===== src/rtl/alu_pkg.sv =====
// Shared definitions for the bit-serial ALU: MIPS control codes, slice op encodings,
// controller states and decoded-control structs. ALU_SERIAL_OVF_EN adds the overflow-op flag.
package alu_pkg;

  localparam logic [3:0] ALU_AND   = 4'b0000;
  localparam logic [3:0] ALU_OR    = 4'b0001;
  localparam logic [3:0] ALU_ADD   = 4'b0010;
  localparam logic [3:0] ALU_PASSA = 4'b0011;
  localparam logic [3:0] ALU_SUB   = 4'b0110;
  localparam logic [3:0] ALU_SLT   = 4'b0111;
  localparam logic [3:0] ALU_NOR   = 4'b1100;

  typedef enum logic [1:0] {
    SLICE_AND  = 2'b00,
    SLICE_OR   = 2'b01,
    SLICE_ADD  = 2'b10,
    SLICE_LESS = 2'b11
  } slice_op_e;

  typedef enum logic [1:0] {
    IDLE = 2'b00,
    RUN  = 2'b01,
    DONE = 2'b10
  } state_e;

  typedef struct packed {
    logic      invert_a;
    logic      invert_b;
    logic      null_add;
    slice_op_e alu_op;
  } slice_ctrl_t;

  typedef struct packed {
    slice_ctrl_t slice;
    logic        cin;
    logic        post_inv;
    logic        is_slt;
`ifdef ALU_SERIAL_OVF_EN
    logic        ovf_op;
`endif
    logic        illegal;
  } ctrl_t;

endpackage


===== src/rtl/alu_serial_ctrl_if.sv =====
// Request/response bundle of the bit-serial ALU. ALU_SERIAL_OVF_EN adds ovf_o.
interface alu_serial_ctrl_if #(
  parameter int WIDTH = 32
);
  logic             in_valid_i;
  logic             in_ready_o;
  logic [3:0]       op_i;
  logic [WIDTH-1:0] src1_i;
  logic [WIDTH-1:0] src2_i;
  logic             out_valid_o;
  logic             out_ready_i;
  logic [WIDTH-1:0] result_o;
  logic             zero_o;
  logic             cout_o;
  logic             busy_o;
`ifdef ALU_SERIAL_OVF_EN
  logic             ovf_o;
`endif

  modport slave (
    input  in_valid_i, op_i, src1_i, src2_i, out_ready_i,
    output in_ready_o, out_valid_o, result_o, zero_o, cout_o, busy_o
`ifdef ALU_SERIAL_OVF_EN
    , output ovf_o
`endif
  );

  modport master (
    output in_valid_i, op_i, src1_i, src2_i, out_ready_i,
    input  in_ready_o, out_valid_o, result_o, zero_o, cout_o, busy_o
`ifdef ALU_SERIAL_OVF_EN
    , input ovf_o
`endif
  );
endinterface


===== src/rtl/ALU_1bit.sv =====
// One-bit ALU slice: AND/OR on raw inputs, full adder on optionally inverted/nulled inputs.
module ALU_1bit
  import alu_pkg::*;
(
  input  logic       a,
  input  logic       b,
  input  logic       carryIn,
  input  logic       invertA,
  input  logic       invertB,
  input  logic       nullAdd,
  input  logic       less,
  input  logic [1:0] aluOp,
  output logic       result,
  output logic       carryOut
);
  logic a_m, b_m, sum;

  assign a_m      = a ^ invertA;
  assign b_m      = nullAdd ? 1'b0 : (b ^ invertB);
  assign sum      = a_m ^ b_m ^ carryIn;
  assign carryOut = (a_m & b_m) | (a_m & carryIn) | (b_m & carryIn);

  always_comb begin
    // NOTE: assign every always_comb output a default first so no path infers a latch.
    result = 1'b0;
    case (aluOp)
      SLICE_AND:  result = a & b;
      SLICE_OR:   result = a | b;
      SLICE_ADD:  result = sum;
      SLICE_LESS: result = less;
      default:    result = 1'b0;
    endcase
  end
endmodule


===== src/rtl/alu_serial_decode.sv =====
// Maps the 4-bit MIPS ALU control code to slice controls, carry-init, post-invert and
// illegal flag. ALU_SERIAL_OVF_EN marks the ops that report signed overflow.
module alu_serial_decode
  import alu_pkg::*;
(
  input  logic [3:0] op,
  output ctrl_t      ctrl
);
  always_comb begin
    ctrl              = '0;
    ctrl.slice.alu_op = SLICE_AND;
    case (op)
      ALU_AND: ctrl.slice.alu_op = SLICE_AND;
      ALU_OR:  ctrl.slice.alu_op = SLICE_OR;
      ALU_ADD: begin
        ctrl.slice.alu_op = SLICE_ADD;
`ifdef ALU_SERIAL_OVF_EN
        ctrl.ovf_op = 1'b1;
`endif
      end
      ALU_SUB, ALU_SLT: begin
        ctrl.slice.invert_b = 1'b1;
        ctrl.slice.alu_op   = SLICE_ADD;
        ctrl.cin            = 1'b1;
        ctrl.is_slt         = (op == ALU_SLT);
`ifdef ALU_SERIAL_OVF_EN
        ctrl.ovf_op = 1'b1;
`endif
      end
      // The slice's OR path ignores invert controls, so NOR inverts the OR bit afterwards.
      ALU_NOR: begin
        ctrl.slice.alu_op = SLICE_OR;
        ctrl.post_inv     = 1'b1;
      end
      ALU_PASSA: begin
        ctrl.slice.null_add = 1'b1;
        ctrl.slice.alu_op   = SLICE_ADD;
      end
      default: ctrl.illegal = 1'b1;
    endcase
  end
endmodule


===== src/rtl/alu_serial_ctrl.sv =====
// Bit-serial ALU sequencer: one ALU_1bit slice, LSB first, one bit per clock, with a
// valid/ready result handshake. ALU_SERIAL_OVF_EN adds ovf_o and overflow-corrected SLT.
module alu_serial_ctrl
  import alu_pkg::*;
#(
  parameter  int WIDTH = 32,
  localparam int CNT_W = $clog2(WIDTH)
) (
  input logic              clk_i,
  input logic              rst_i,
  alu_serial_ctrl_if.slave bus
);
  state_e           state_q, state_d;
  logic [CNT_W-1:0] cnt_q;
  logic [WIDTH-1:0] a_sr, b_sr;
  logic [WIDTH-2:0] res_sr;
  ctrl_t            ctrl_d;
  slice_ctrl_t      slice_q;
  logic             post_inv_q, is_slt_q, illegal_q;
  logic             carry_q, nz_acc;
  logic [WIDTH-1:0] result_q;
  logic             zero_q, cout_q;
  logic             slice_res, slice_cout, res_bit, accept, last, slt_set;
  logic [WIDTH-1:0] full_res, fin_result;
  logic             fin_zero, fin_cout;
`ifdef ALU_SERIAL_OVF_EN
  logic             ovf_op_q, ovf_q, ovf, fin_ovf;
`endif

  alu_serial_decode u_decode (.op(bus.op_i), .ctrl(ctrl_d));

  ALU_1bit u_slice (
    .a(a_sr[0]), .b(b_sr[0]), .carryIn(carry_q),
    .invertA(slice_q.invert_a), .invertB(slice_q.invert_b), .nullAdd(slice_q.null_add),
    .less(1'b0), .aluOp(slice_q.alu_op),
    .result(slice_res), .carryOut(slice_cout)
  );

  assign res_bit = slice_res ^ post_inv_q;
  assign accept  = (state_q == IDLE) && bus.in_valid_i;
  assign last    = (state_q == RUN) && (cnt_q == CNT_W'(WIDTH - 1));

  // On the last RUN cycle carry_q is the carry into the MSB and slice_cout the carry out.
  always_comb begin
    full_res   = {res_bit, res_sr};
    fin_result = full_res;
    fin_zero   = ~(nz_acc | res_bit);
    fin_cout   = (slice_q.alu_op == SLICE_ADD) & slice_cout;
`ifdef ALU_SERIAL_OVF_EN
    ovf        = carry_q ^ slice_cout;
    fin_ovf    = ovf_op_q & ovf;
    slt_set    = res_bit ^ ovf;
`else
    slt_set    = res_bit;
`endif
    if (is_slt_q) begin
      fin_result = {{(WIDTH-1){1'b0}}, slt_set};
      fin_zero   = ~slt_set;
    end
    if (illegal_q) begin
      fin_result = '0;
      fin_zero   = 1'b1;
      fin_cout   = 1'b0;
`ifdef ALU_SERIAL_OVF_EN
      fin_ovf    = 1'b0;
`endif
    end
  end

  always_comb begin
    state_d = state_q;
    case (state_q)
      IDLE:    if (bus.in_valid_i) state_d = RUN;
      RUN:     if (last) state_d = DONE;
      DONE:    if (bus.out_ready_i) state_d = IDLE;
      default: state_d = IDLE;
    endcase
  end

  always_ff @(posedge clk_i or negedge rst_i) begin
    // NOTE: sequential state uses non-blocking assignments so every flop samples pre-edge values.
    if (!rst_i) state_q <= IDLE;
    else        state_q <= state_d;
  end

  always_ff @(posedge clk_i or negedge rst_i) begin
    if (!rst_i) begin
      cnt_q      <= '0;
      a_sr       <= '0;
      b_sr       <= '0;
      res_sr     <= '0;
      slice_q    <= '0;
      post_inv_q <= 1'b0;
      is_slt_q   <= 1'b0;
      illegal_q  <= 1'b0;
      carry_q    <= 1'b0;
      nz_acc     <= 1'b0;
      result_q   <= '0;
      zero_q     <= 1'b0;
      cout_q     <= 1'b0;
`ifdef ALU_SERIAL_OVF_EN
      ovf_op_q   <= 1'b0;
      ovf_q      <= 1'b0;
`endif
    end else if (accept) begin
      a_sr       <= bus.src1_i;
      b_sr       <= bus.src2_i;
      slice_q    <= ctrl_d.slice;
      post_inv_q <= ctrl_d.post_inv;
      is_slt_q   <= ctrl_d.is_slt;
      illegal_q  <= ctrl_d.illegal;
      carry_q    <= ctrl_d.cin;
      cnt_q      <= '0;
      nz_acc     <= 1'b0;
`ifdef ALU_SERIAL_OVF_EN
      ovf_op_q   <= ctrl_d.ovf_op;
`endif
    end else if (state_q == RUN) begin
      a_sr    <= a_sr >> 1;
      b_sr    <= b_sr >> 1;
      res_sr  <= full_res[WIDTH-1:1];
      carry_q <= slice_cout;
      nz_acc  <= nz_acc | res_bit;
      if (last) begin
        result_q <= fin_result;
        zero_q   <= fin_zero;
        cout_q   <= fin_cout;
`ifdef ALU_SERIAL_OVF_EN
        ovf_q    <= fin_ovf;
`endif
      end else begin
        cnt_q <= cnt_q + 1'b1;
      end
    end
  end

  assign bus.in_ready_o  = (state_q == IDLE);
  assign bus.out_valid_o = (state_q == DONE);
  assign bus.busy_o      = (state_q != IDLE);
  assign bus.result_o    = result_q;
  assign bus.zero_o      = zero_q;
  assign bus.cout_o      = cout_q;
`ifdef ALU_SERIAL_OVF_EN
  assign bus.ovf_o       = ovf_q;
`endif
endmodule


===== src/flat_wrapper.sv =====
// flat-port wrapper written by rule: the top's interface ports become plain ports
module alu_serial_ctrl_flat import alu_pkg::*;
#(
  parameter  int WIDTH = 32,
  localparam int CNT_W = $clog2(WIDTH)
)
  (clk_i, rst_i, bus_in_valid_i, bus_op_i, bus_src1_i, bus_src2_i, bus_out_ready_i, bus_in_ready_o, bus_out_valid_o, bus_result_o, bus_zero_o, bus_cout_o, bus_busy_o);
  alu_serial_ctrl_if #(.WIDTH(WIDTH)) bus_i ();
  input logic clk_i;
  input logic rst_i;
  input wire logic [$bits(bus_i.in_valid_i)-1:0] bus_in_valid_i;
  input wire logic [$bits(bus_i.op_i)-1:0] bus_op_i;
  input wire logic [$bits(bus_i.src1_i)-1:0] bus_src1_i;
  input wire logic [$bits(bus_i.src2_i)-1:0] bus_src2_i;
  input wire logic [$bits(bus_i.out_ready_i)-1:0] bus_out_ready_i;
  output wire logic [$bits(bus_i.in_ready_o)-1:0] bus_in_ready_o;
  output wire logic [$bits(bus_i.out_valid_o)-1:0] bus_out_valid_o;
  output wire logic [$bits(bus_i.result_o)-1:0] bus_result_o;
  output wire logic [$bits(bus_i.zero_o)-1:0] bus_zero_o;
  output wire logic [$bits(bus_i.cout_o)-1:0] bus_cout_o;
  output wire logic [$bits(bus_i.busy_o)-1:0] bus_busy_o;
  assign bus_i.in_valid_i = bus_in_valid_i;
  assign bus_i.op_i = bus_op_i;
  assign bus_i.src1_i = bus_src1_i;
  assign bus_i.src2_i = bus_src2_i;
  assign bus_i.out_ready_i = bus_out_ready_i;
  assign bus_in_ready_o = bus_i.in_ready_o;
  assign bus_out_valid_o = bus_i.out_valid_o;
  assign bus_result_o = bus_i.result_o;
  assign bus_zero_o = bus_i.zero_o;
  assign bus_cout_o = bus_i.cout_o;
  assign bus_busy_o = bus_i.busy_o;
  alu_serial_ctrl #(.WIDTH(WIDTH)) u_core (.clk_i(clk_i), .rst_i(rst_i), .bus(bus_i));
endmodule

===== config.mk =====
export PLATFORM = sky130hd
export DESIGN_NAME = alu_serial_ctrl_flat
export DESIGN_NICKNAME = d
export VERILOG_FILES = /design/src/rtl/alu_pkg.sv /design/src/rtl/alu_serial_ctrl_if.sv /design/src/rtl/ALU_1bit.sv /design/src/rtl/alu_serial_decode.sv /design/src/rtl/alu_serial_ctrl.sv /design/src/flat_wrapper.sv
export SDC_FILE = /design/constraint.sdc
export NUM_CORES = 1
export LEC_CHECK = 0
export ABC_AREA = 1
export CELL_PAD_IN_SITES_DETAIL_PLACEMENT = 1
export CELL_PAD_IN_SITES_GLOBAL_PLACEMENT = 2
export CORE_MARGIN = 10
export CORE_UTILIZATION = 32
export CTS_CLUSTER_SIZE = 20
export DETAILED_ROUTE_END_ITERATION = 8
export MAX_ROUTING_LAYER = met4
export PLACE_DENSITY = 0.8
export SETUP_SLACK_MARGIN = 0.02
export SLEW_MARGIN = 20
export SYNTH_ARGS = -nofsm -noshare
export SYNTH_HDL_FRONTEND = slang
export SYNTH_SLANG_ARGS = --single-unit
export TNS_END_PERCENT = 10

===== constraint.sdc =====
create_clock -name clk_i -period 2.4 [get_ports clk_i]
set_input_delay 0.36 -clock clk_i [delete_from_list [all_inputs] [get_ports clk_i]]
set_output_delay 0.36 -clock clk_i [all_outputs]
set_load 0.02 [all_outputs]

# Word level (Yosys, flattened, before mapping)
# Index checks and enable logic that the tools add are counted.
[classes]
add_sub_neg = 1
n_eq_ne = 16
muxes = 28
bitwise = 16
reduce_logical = 15
[ops]
columns = ["operator", "count"]
rows = [
  ["two-way mux 32 bit", 6],
  ["two-way mux 5 bit", 3],
  ["two-way mux 1 bit", 13],
  ["== test 4 x 2 -> 1 bit, second input constant", 2],
  ["== test 4 x 3 -> 1 bit, second input constant", 2],
  ["OR reduction 7 bit", 1],
  ["== test 2 bit, second input constant", 3],
  ["two-way mux 2 bit", 3],
  ["case mux 2 bit (3 select lines)", 1],
  ["AND reduction 3 bit", 2],
  ["adder 5 x 1 -> 5 bit, second input constant", 1],
  ["bitwise AND 1 bit", 5],
  ["== test 5 bit, second input constant", 1],
  ["== test 2 x 1 -> 1 bit, second input constant", 2],
  ["== test 4 x 1 -> 1 bit, second input constant", 1],
  ["== test 4 bit, second input constant", 1],
  ["zero test 2 bit", 2],
  ["zero test 4 bit", 1],
  ["!= test 2 x 1 -> 1 bit, second input constant", 2],
  ["!= test 2 bit, second input constant", 2],
  ["bitwise OR 1 bit", 4],
  ["case mux 1 bit (4 select lines)", 1],
  ["case mux 2 bit (2 select lines)", 1],
  ["AND reduction 2 bit", 2],
  ["6 further kinds", 14],
]
[word_totals]
ff_bits = 145
in_bits = 72
out_inout_bits = 37
word_cells = 92

# Logic depth before layout (Yosys ltp)
# Gate-level depths: netlist (run 1).
[logic_depth]
ltp_word = 10
ltp_mapped = 11

# Modules after synthesis
# Synthesis (run 1) repeated with hierarchy kept, for this count alone.
[unflattened]
hier_cells = 721
area_unflattened_um2 = 6200.9
[by_module_without_submodules]
columns = ["module", "instances", "cells_each", "area_each_um2", "seq_area_each_um2"]
rows = [
  ["alu_serial_ctrl", 1, 680, 6004.5, 3653.5],
  ["alu_serial_decode", 1, 24, 105.1, 0.0],
  ["ALU_1bit", 1, 17, 91.3, 0.0],
]

# Worst setup path after synthesis (run 1)
# Ideal clock, no wire load.
[synth_timing]
kind = "reg-to-reg"
startpoint = "reg u_core.b_sr[0]"
endpoint = "reg u_core.result_q[0] (netlist: u_core.bus.result_o[0])"
setup_ns = 0.124
arrival_ns = 1.632
t_required_ns = 2.276
setup_slack_ns = 0.644
path_stages_with_launch = 11
n_path_buf = 0
period_less_slack_ns = 1.756
path_cell_list = "dfrtp_1 > a21oi_1 > o21ai_0 > fa_1 > nand2_1 > nand2_1 > nand2_1 > nand3_1 > nand3_1 > o211ai_1 > nand2_1"
[synth_via]
elab_chain_cells = 8
word_cells_on_any_way = 10
cone_classes = "4 x mux; 6 x bitwise"
[synth_rtl]
columns = ["element", "line", "text"]
rows = [
  ["start, declared", "alu_serial_ctrl.sv:15", "logic [WIDTH-1:0] a_sr, b_sr;"],
  ["start signal, assigned", "alu_serial_ctrl.sv:107", "b_sr <= bus.src2_i;"],
  ["start signal, assigned", "alu_serial_ctrl.sv:120", "b_sr <= b_sr >> 1;"],
  ["XOR 1 bit", "ALU_1bit.sv:19", "assign b_m = nullAdd ? 1'b0 : (b ^ invertB);"],
  ["two-way mux 1 bit", "ALU_1bit.sv:19", ""],
  ["XOR 1 bit (2 in a row)", "ALU_1bit.sv:20", "assign sum = a_m ^ b_m ^ carryIn;"],
  ["case mux 1 bit (4 select lines) (*)", "ALU_1bit.sv:26", "case (aluOp)"],
  ["XOR 1 bit (*)", "alu_serial_ctrl.sv:39", "assign res_bit = slice_res ^ post_inv_q;"],
  ["two-way mux 32 bit (*)", "alu_serial_ctrl.sv:56", "if (is_slt_q) begin"],
  ["two-way mux 32 bit (*)", "alu_serial_ctrl.sv:60", "if (illegal_q) begin"],
  ["end signal, assigned", "alu_serial_ctrl.sv:125", "result_q <= fin_result;"],
  ["end, declared", "alu_serial_ctrl.sv:21", "logic [WIDTH-1:0] result_q;"],
]
# Every way passes the cells marked *; elsewhere a longest branch is shown, timed or not.
# A chain may end at the register's enable or synchronous reset.

# Final worst setup path (run 1)
[layout_timing]
startpoint = "reg u_core.cnt_q[0]"
endpoint = "reg u_core.result_q[31] (netlist: u_core.bus.result_o[31])"
[layout_via]
elab_chain_cells = 3
[layout_rtl]
columns = ["element", "line", "text"]
rows = [
  ["start, declared", "alu_serial_ctrl.sv:14", "logic [CNT_W-1:0] cnt_q;"],
  ["start signal, assigned", "alu_serial_ctrl.sv:132", "cnt_q <= cnt_q + 1'b1;"],
  ["== test 5 bit", "alu_serial_ctrl.sv:41", "assign last = (state_q == RUN) && (cnt_q == CNT_W'(WIDTH - 1));"],
  ["logical AND 1 bit", "alu_serial_ctrl.sv:41", ""],
  ["AND reduction 3 bit (no line)", "n/a", ""],
]
# No other way between the ends.

==> flow_metrics.env, run 1 <==
export IMPL_drt_wl_total_um=15600
export IMPL_required_ps=2680
export IMPL_yosys_most_used_dff="dfrtp_1"
export IMPL_status="complete, no violations"
export IMPL_synth_nets=751
export IMPL_syn_inst=676
export IMPL_dieHeight_um=159
export IMPL_diodes=0
export IMPL_fillers=2149
export IMPL_ys_seq_elements=145
export IMPL_num_rows=50
export IMPL_post_drt_wl_per_cell_um=15.2
export IMPL_clock_sinks=145
export IMPL_clk_pin_slew_worst_paths_ps=60
export IMPL_routed_via_count=4825
export IMPL_yosys_top_cells_area="dfrtp_1 (59%), nand2_1 (16%), nand3_1 (4.9%)"
export IMPL_slowest_stage="buf_4"
export IMPL_area_growth_pct=29.8
export IMPL_via_per_inst=4.70
export IMPL_path_cells="ha_1 > inv_1 > nor3_1 > ha_1 > inv_1 > nor2_2 > inv_2 > nor2_4 > nand2_2 > buf_4 > o21ai_1"
export IMPL_core_um2=18800
export IMPL_overflow=0
export IMPL_finalSetupViolCount=0
export IMPL_gp_congestion=0.801
export IMPL_timing_final_ws_setup_ps=331
export IMPL_fin_util_pct=42.5
export IMPL_crit_arrival_ps=2350
export IMPL_period_share_pct=86.2
export IMPL_p_leak_nw=3.64
export IMPL_yosysSeqAreaShare_pct=59.1
export IMPL_power_density_nw_per_um2=1180
export IMPL_ant_nets=0
export IMPL_worstMarginPinSlew_ps=944
export IMPL_drt_initial_drc_count=290
export IMPL_max_freq_ghz=0.483
export IMPL_synth_area_um2=6140
export IMPL_grt_max_degree=73
export IMPL_reg2reg_slack_ps=330
export IMPL_drc_errors=0
export IMPL_grt_util_all_layers_pct=13.5
export IMPL_synth_edf_count=0
export IMPL_rsz0062_at_grt="no"
export IMPL_ys_async_sr_fraction_pct=100
export IMPL_dp_slack_ps=88.3
export IMPL_ys_types=30
export IMPL_timing_critical_path_buf_inv=4
export IMPL_cts_setup_buffers=0
export IMPL_cts_tree="built"
export IMPL_synth_largest_area_cell="dfrtp_1"
export IMPL_critPathTopFamily="buffers and inverters"
export IMPL_root_buffer="clkbuf_16"
export IMPL_yosysWarnings=0
export IMPL_portBuffers=108
export IMPL_tns_ps=0
export IMPL_die_x_um=159
export IMPL_finalCriticalPeriod_ps=2070
export IMPL_drive_gt1_share_pct=10.2
export IMPL_cts_buffer_depth=2
export IMPL_cp_start_kind="register"
export IMPL_yosysTopAreaCellShare_pct=59.1
export IMPL_critPathKind="reg -> reg"
export IMPL_clk_latency_ps=420
export IMPL_antenna_found_initial=0
export IMPL_start_util_pct=32.7
export IMPL_worst_path_max_fanout=31
export IMPL_worstSetupEndpointType="register"
export IMPL_cap_viol_max_count=0
export IMPL_vdd_ir_drop_max_v=0.000563
export IMPL_critPathMaxStageDelay_ps=450
export IMPL_grt_pass1_wl_um=26300
export IMPL_grt_pass1_vias=5364
export IMPL_firstDrtPassIters=4
export IMPL_finalNetCount=858
export IMPL_most_common_layout_cells="nand2_1 (256), dfrtp_1 (145), clkdlybuf4s50_1 (107)"
export IMPL_finalClockSkew_ps=7.45
export IMPL_avgSynthCellArea_um2=9.08
export IMPL_hold_violations=0
export IMPL_slew_viol_final=0
export IMPL_ios=109
export IMPL_layout_commonest_cell="nand2_1"
export IMPL_dp_hpwl_um=10800
export IMPL_hp_class="in -> async"
export IMPL_cts_resized=0
export IMPL_slew_limit_headroom_pct=36.9
export IMPL_cts_buffers=17
export IMPL_cts_htree_levels=4
export IMPL_die_area_um2=25100
-- synthesized netlist by cell type (2+ instances only) --
cell type	number
inv_2	4
nor3_1	4
nand3_1	60
nor2_1	6
dfrtp_1	145
o21ai_1	2
buf_2	13
nor2_2	2
a21oi_1	6
nand2_2	3
o21ai_2	30
a32o_1	2
inv_1	58
clkbuf_1	11
nand2_1	256
o211ai_1	8
o221ai_1	4
o21ai_0	41
buf_6	8
nor2_4	2
ha_1	2
-- per-stage QoR --
step                      power [mW]  cells  area (µm²)  hold WS, ps
after floorplan                 5.96    676        6140         64.4
after global placement          6.86    997        7410          312
after detailed placement        7.06    997        7410          317
after CTS                       9.59   1027        7970          438
after global routing            10.2   1027        7970          456
final                           9.43   1027        7970          433
-- final timing paths --
kind / from / to / cells past startpoint
worst min register to register: u_core.bus.result_o[11] / u_core.bus.result_o[11] / 2
min in group clk_i: u_core.bus.result_o[11] / u_core.bus.result_o[11] / 2
worst max register to register: u_core.cnt_q[0] / u_core.bus.result_o[31] / 11
max in group asynchronous: rst_i / u_core.a_sr[29] / 3
worst max-delay path: u_core.cnt_q[0] / u_core.bus.result_o[31] / 11
worst min-delay path: rst_i / u_core.bus.result_o[8] / 2
-- power by group --
| part | switching (mW) | total [mW] | internal, mW |
|---|---|---|---|
| logic | 1.78 | 2.98 | 1.20 |
| clock network | 0.968 | 2.48 | 1.51 |
| registers | 0.548 | 3.97 | 3.42 |
| total | 3.30 | 9.43 | 6.13 |
-- registers in the layout, summed over array words and instances (netlist names) --
signal	flops
u_core.illegal_q	1
u_core.carry_q	1
u_core.post_inv_q	1
u_core.slice_q	4
u_core.nz_acc	1
u_core.state_q	2
u_core.is_slt_q	1
u_core.bus.zero_o	1
u_core.bus.result_o	32
u_core.cnt_q	5
u_core.a_sr	32
u_core.res_sr	31
u_core.bus.cout_o	1
u_core.b_sr	32
-- layout make-up --
class	instances	area (µm²)	area share, %
repair buffers	120	1190	14.9
multi-input cells	437	2080	26.1
clock buffers	23	488	6.12
flip-flops and latches	145	3630	45.5
clock inverters	6	57.6	0.722
well taps	234	293	3.67
inverters	62	233	2.92
-- cells by family after synthesis --
kind of cell	count (synthesis)	synth area share, %
AND/OR/NAND/NOR	336	22.4
buffers and inverters	94	6.99
flip-flops	145	59.1
adder cells (fa/ha/maj)	3	0.734
AO/OA/AOI/OAI	98	10.8
-- layer usage --
layer	wire, µm	global-route usage [%]	part of all wire, %	vias to the layer above
met5	0	-	0	-
met4	140	3.75	0.90	0
met3	710	4.05	4.6	13
met2	7270	21.3	47	98
met1	7480	16.5	48	2345
li1	-	-	-	2369
-- timing repair --
action | in CTS | in global routing
endpoints found under the setup margin | 0 | 0
hold buffers | 1 | 0
endpoints found under the hold margin | 40 | 0
(Power assumes the default switching activity.)
==> inputs of run 2 (changes only) <==
--- a/config.mk
+++ b/config.mk
@@ -6,6 +6,7 @@
 export NUM_CORES = 1
 export LEC_CHECK = 0
 export ABC_AREA = 1
+export CAP_MARGIN = 20
 export CELL_PAD_IN_SITES_DETAIL_PLACEMENT = 1
 export CELL_PAD_IN_SITES_GLOBAL_PLACEMENT = 2
 export CORE_MARGIN = 10
@@ -14,6 +15,7 @@
 export DETAILED_ROUTE_END_ITERATION = 8
 export MAX_ROUTING_LAYER = met4
 export PLACE_DENSITY = 0.8
+export REMOVE_ABC_BUFFERS = 1
 export SETUP_SLACK_MARGIN = 0.02
 export SLEW_MARGIN = 20
 export SYNTH_ARGS = -nofsm -noshare
==> run 2 against run 1 <==
Compared with the run above:
- clock skew increased by 1.9 ps
- final area grew 1.5%
- worst setup slack improved by 4.4 ps
- non-clock buffer count decreased by 1
- clock power is 14% higher
- hold slack worse by 27 ps
- sequential share of layout area shrank 0.68 points
- utilization rose by 0.64 points
- global-route usage is 0.083 points lower
- clock-buffer cell count fell by 6
- critical path depth unchanged
- critical endpoint unchanged
- largest power group unchanged
==> flow_metrics.env, run 2 (synthesis gave the netlist of run 1 again) <==
export IMPL_portBuffers=108
export IMPL_drt_initial_drc_count=246
export IMPL_finalNetCount=857
export IMPL_grt_pass1_vias=5358
export IMPL_grt_pass1_wl_um=26300
export IMPL_period_share_pct=86.0
export IMPL_hp_class="in -> async"
export IMPL_instances_no_fill=1029
export IMPL_critPathKind="reg -> reg"
export IMPL_dieHeight_um=159
export IMPL_most_common_layout_cells="nand2_1 (256), dfrtp_1 (145), clkdlybuf4s50_1 (107)"
export IMPL_clock_sinks=145
export IMPL_cts_resized=0
export IMPL_finalCriticalPeriod_ps=2060
export IMPL_core_um2=18800
export IMPL_cp_start_kind="register"
export IMPL_finalSetupViolCount=0
export IMPL_start_util_pct=32.7
export IMPL_required_ps=2690
export IMPL_root_buffer="clkbuf_16"
export IMPL_vdd_ir_drop_max_v=0.000546
export IMPL_cts_buffer_depth=2
export IMPL_drc_errors=0
export IMPL_worstSetupEndpointType="register"
export IMPL_cts_htree_levels=4
export IMPL_reg2reg_depth=11
export IMPL_die_x_um=159
export IMPL_place_inst=996
export IMPL_antenna_found_initial=0
export IMPL_status="complete, no violations"
export IMPL_drt_wl_total_um=15800
export IMPL_max_freq_ghz=0.484
export IMPL_clk_latency_ps=420
export IMPL_power_density_nw_per_um2=1220
export IMPL_grt_max_degree=66
export IMPL_rsz0062_at_grt="no"
export IMPL_grt_util_all_layers_pct=13.4
export IMPL_diodes=0
export IMPL_total_power_mw=9.83
export IMPL_gp_congestion=0.758
export IMPL_timing_final_ws_setup_ps=336
export IMPL_cap_viol_max_count=0
export IMPL_ios=109
export IMPL_post_drt_wl_per_cell_um=15.4
export IMPL_slew_viol_final=0
export IMPL_num_rows=50
export IMPL_firstDrtPassIters=6
export IMPL_finalClockSkew_ps=9.34
export IMPL_via_per_inst=4.74
export IMPL_dp_hpwl_um=11000
export IMPL_routed_via_count=4882
export IMPL_overflow=0
export IMPL_crit_arrival_ps=2350
export IMPL_cts_buffers=17
export IMPL_die_area_um2=25100
export IMPL_fin_util_pct=43.1
export IMPL_critical_path_startpoint="u_core.cnt_q[0]"
export IMPL_area_growth_pct=31.8
export IMPL_drive_gt1_share_pct=10.7
export IMPL_cts_setup_buffers=0
export IMPL_worstMarginPinSlew_ps=535
export IMPL_rr_startpoint="u_core.cnt_q[0]"
export IMPL_layout_commonest_cell="nand2_1"
export IMPL_cts_tree="built"
export IMPL_worst_path_max_fanout=31
export IMPL_slew_limit_headroom_pct=64.3
export IMPL_dp_slack_ps=350
export IMPL_fillers=2134
export IMPL_p_leak_nw=3.66
export IMPL_ant_nets=0
export IMPL_hold_violations=0
export IMPL_clk_pin_slew_worst_paths_ps=60
[run 2: changes by cell type in the layout (fill, tap and decap cells not counted), sizes merged]
cell / previous run / this run
clkbuf: 23 / 17
bufinv: 1 / 4
inv: 62 / 64
buf: 12 / 11
clkinvlp: 1 / 5
[run 2: final cells by class]
type | instances | area (µm²) | area share (%)
flip-flops and latches | 145 | 3630 | 44.9
multi-input cells | 437 | 2080 | 25.7
repair buffers | 119 | 1220 | 15.1
clock buffers | 17 | 425 | 5.26
well taps | 234 | 293 | 3.62
inverters | 62 | 233 | 2.88
clock inverters | 15 | 210 | 2.60
[run 2: critical path: stages, from the launching register on]
cell	delay [ps]
dfrtp_1	430
ha_1	230
inv_1	80
nor3_1	50
ha_1	180
inv_1	130
nor2_2	70
inv_2	80
nor2_4	40
nand2_2	50
buf_4	450
o21ai_1	130
[run 2: path summary, 6_finish.rpt]
path	to	slack, ps
max in group asynchronous	u_core.b_sr[11]	1330
max reg2reg	u_core.bus.result_o[31]	340
min	u_core.res_sr[6]	410
max	u_core.bus.result_o[31]	340
min in group clk_i	u_core.b_sr[14]	480
min reg2reg	u_core.b_sr[14]	480
[run 2: repair_timing]
item,4_1_cts,5_1_grt
hold buffers,1,0
endpoints found under the setup margin,0,0
endpoints found under the hold margin,31,0
[run 2: routing by layer]
metal | vias to the layer above | GRT usage (%) | share of wire (%)
met5 | - | - | 0
met4 | 0 | 4.59 | 1.2
met3 | 15 | 3.26 | 4.1
met2 | 106 | 20.9 | 47
met1 | 2391 | 16.7 | 47
li1 | 2370 | - | -
[run 2: per-stage QoR]
stage	area [µm²]	hold slack, ps	TNS, ps
floorplan	5940	64.4	-11520
global placement	7440	274	0
detailed placement	7440	281	0
CTS	8090	408	0
global route	8090	420	0
finish	8090	406	0
[run 2: power breakdown]
part / internal [mW] / total (mW) / leakage, nW / switching [mW]
clock: 1.75 / 2.83 / 0.292 / 1.08
combinational: 1.22 / 3.02 / 1.50 / 1.79
sequential: 3.42 / 3.99 / 1.87 / 0.569
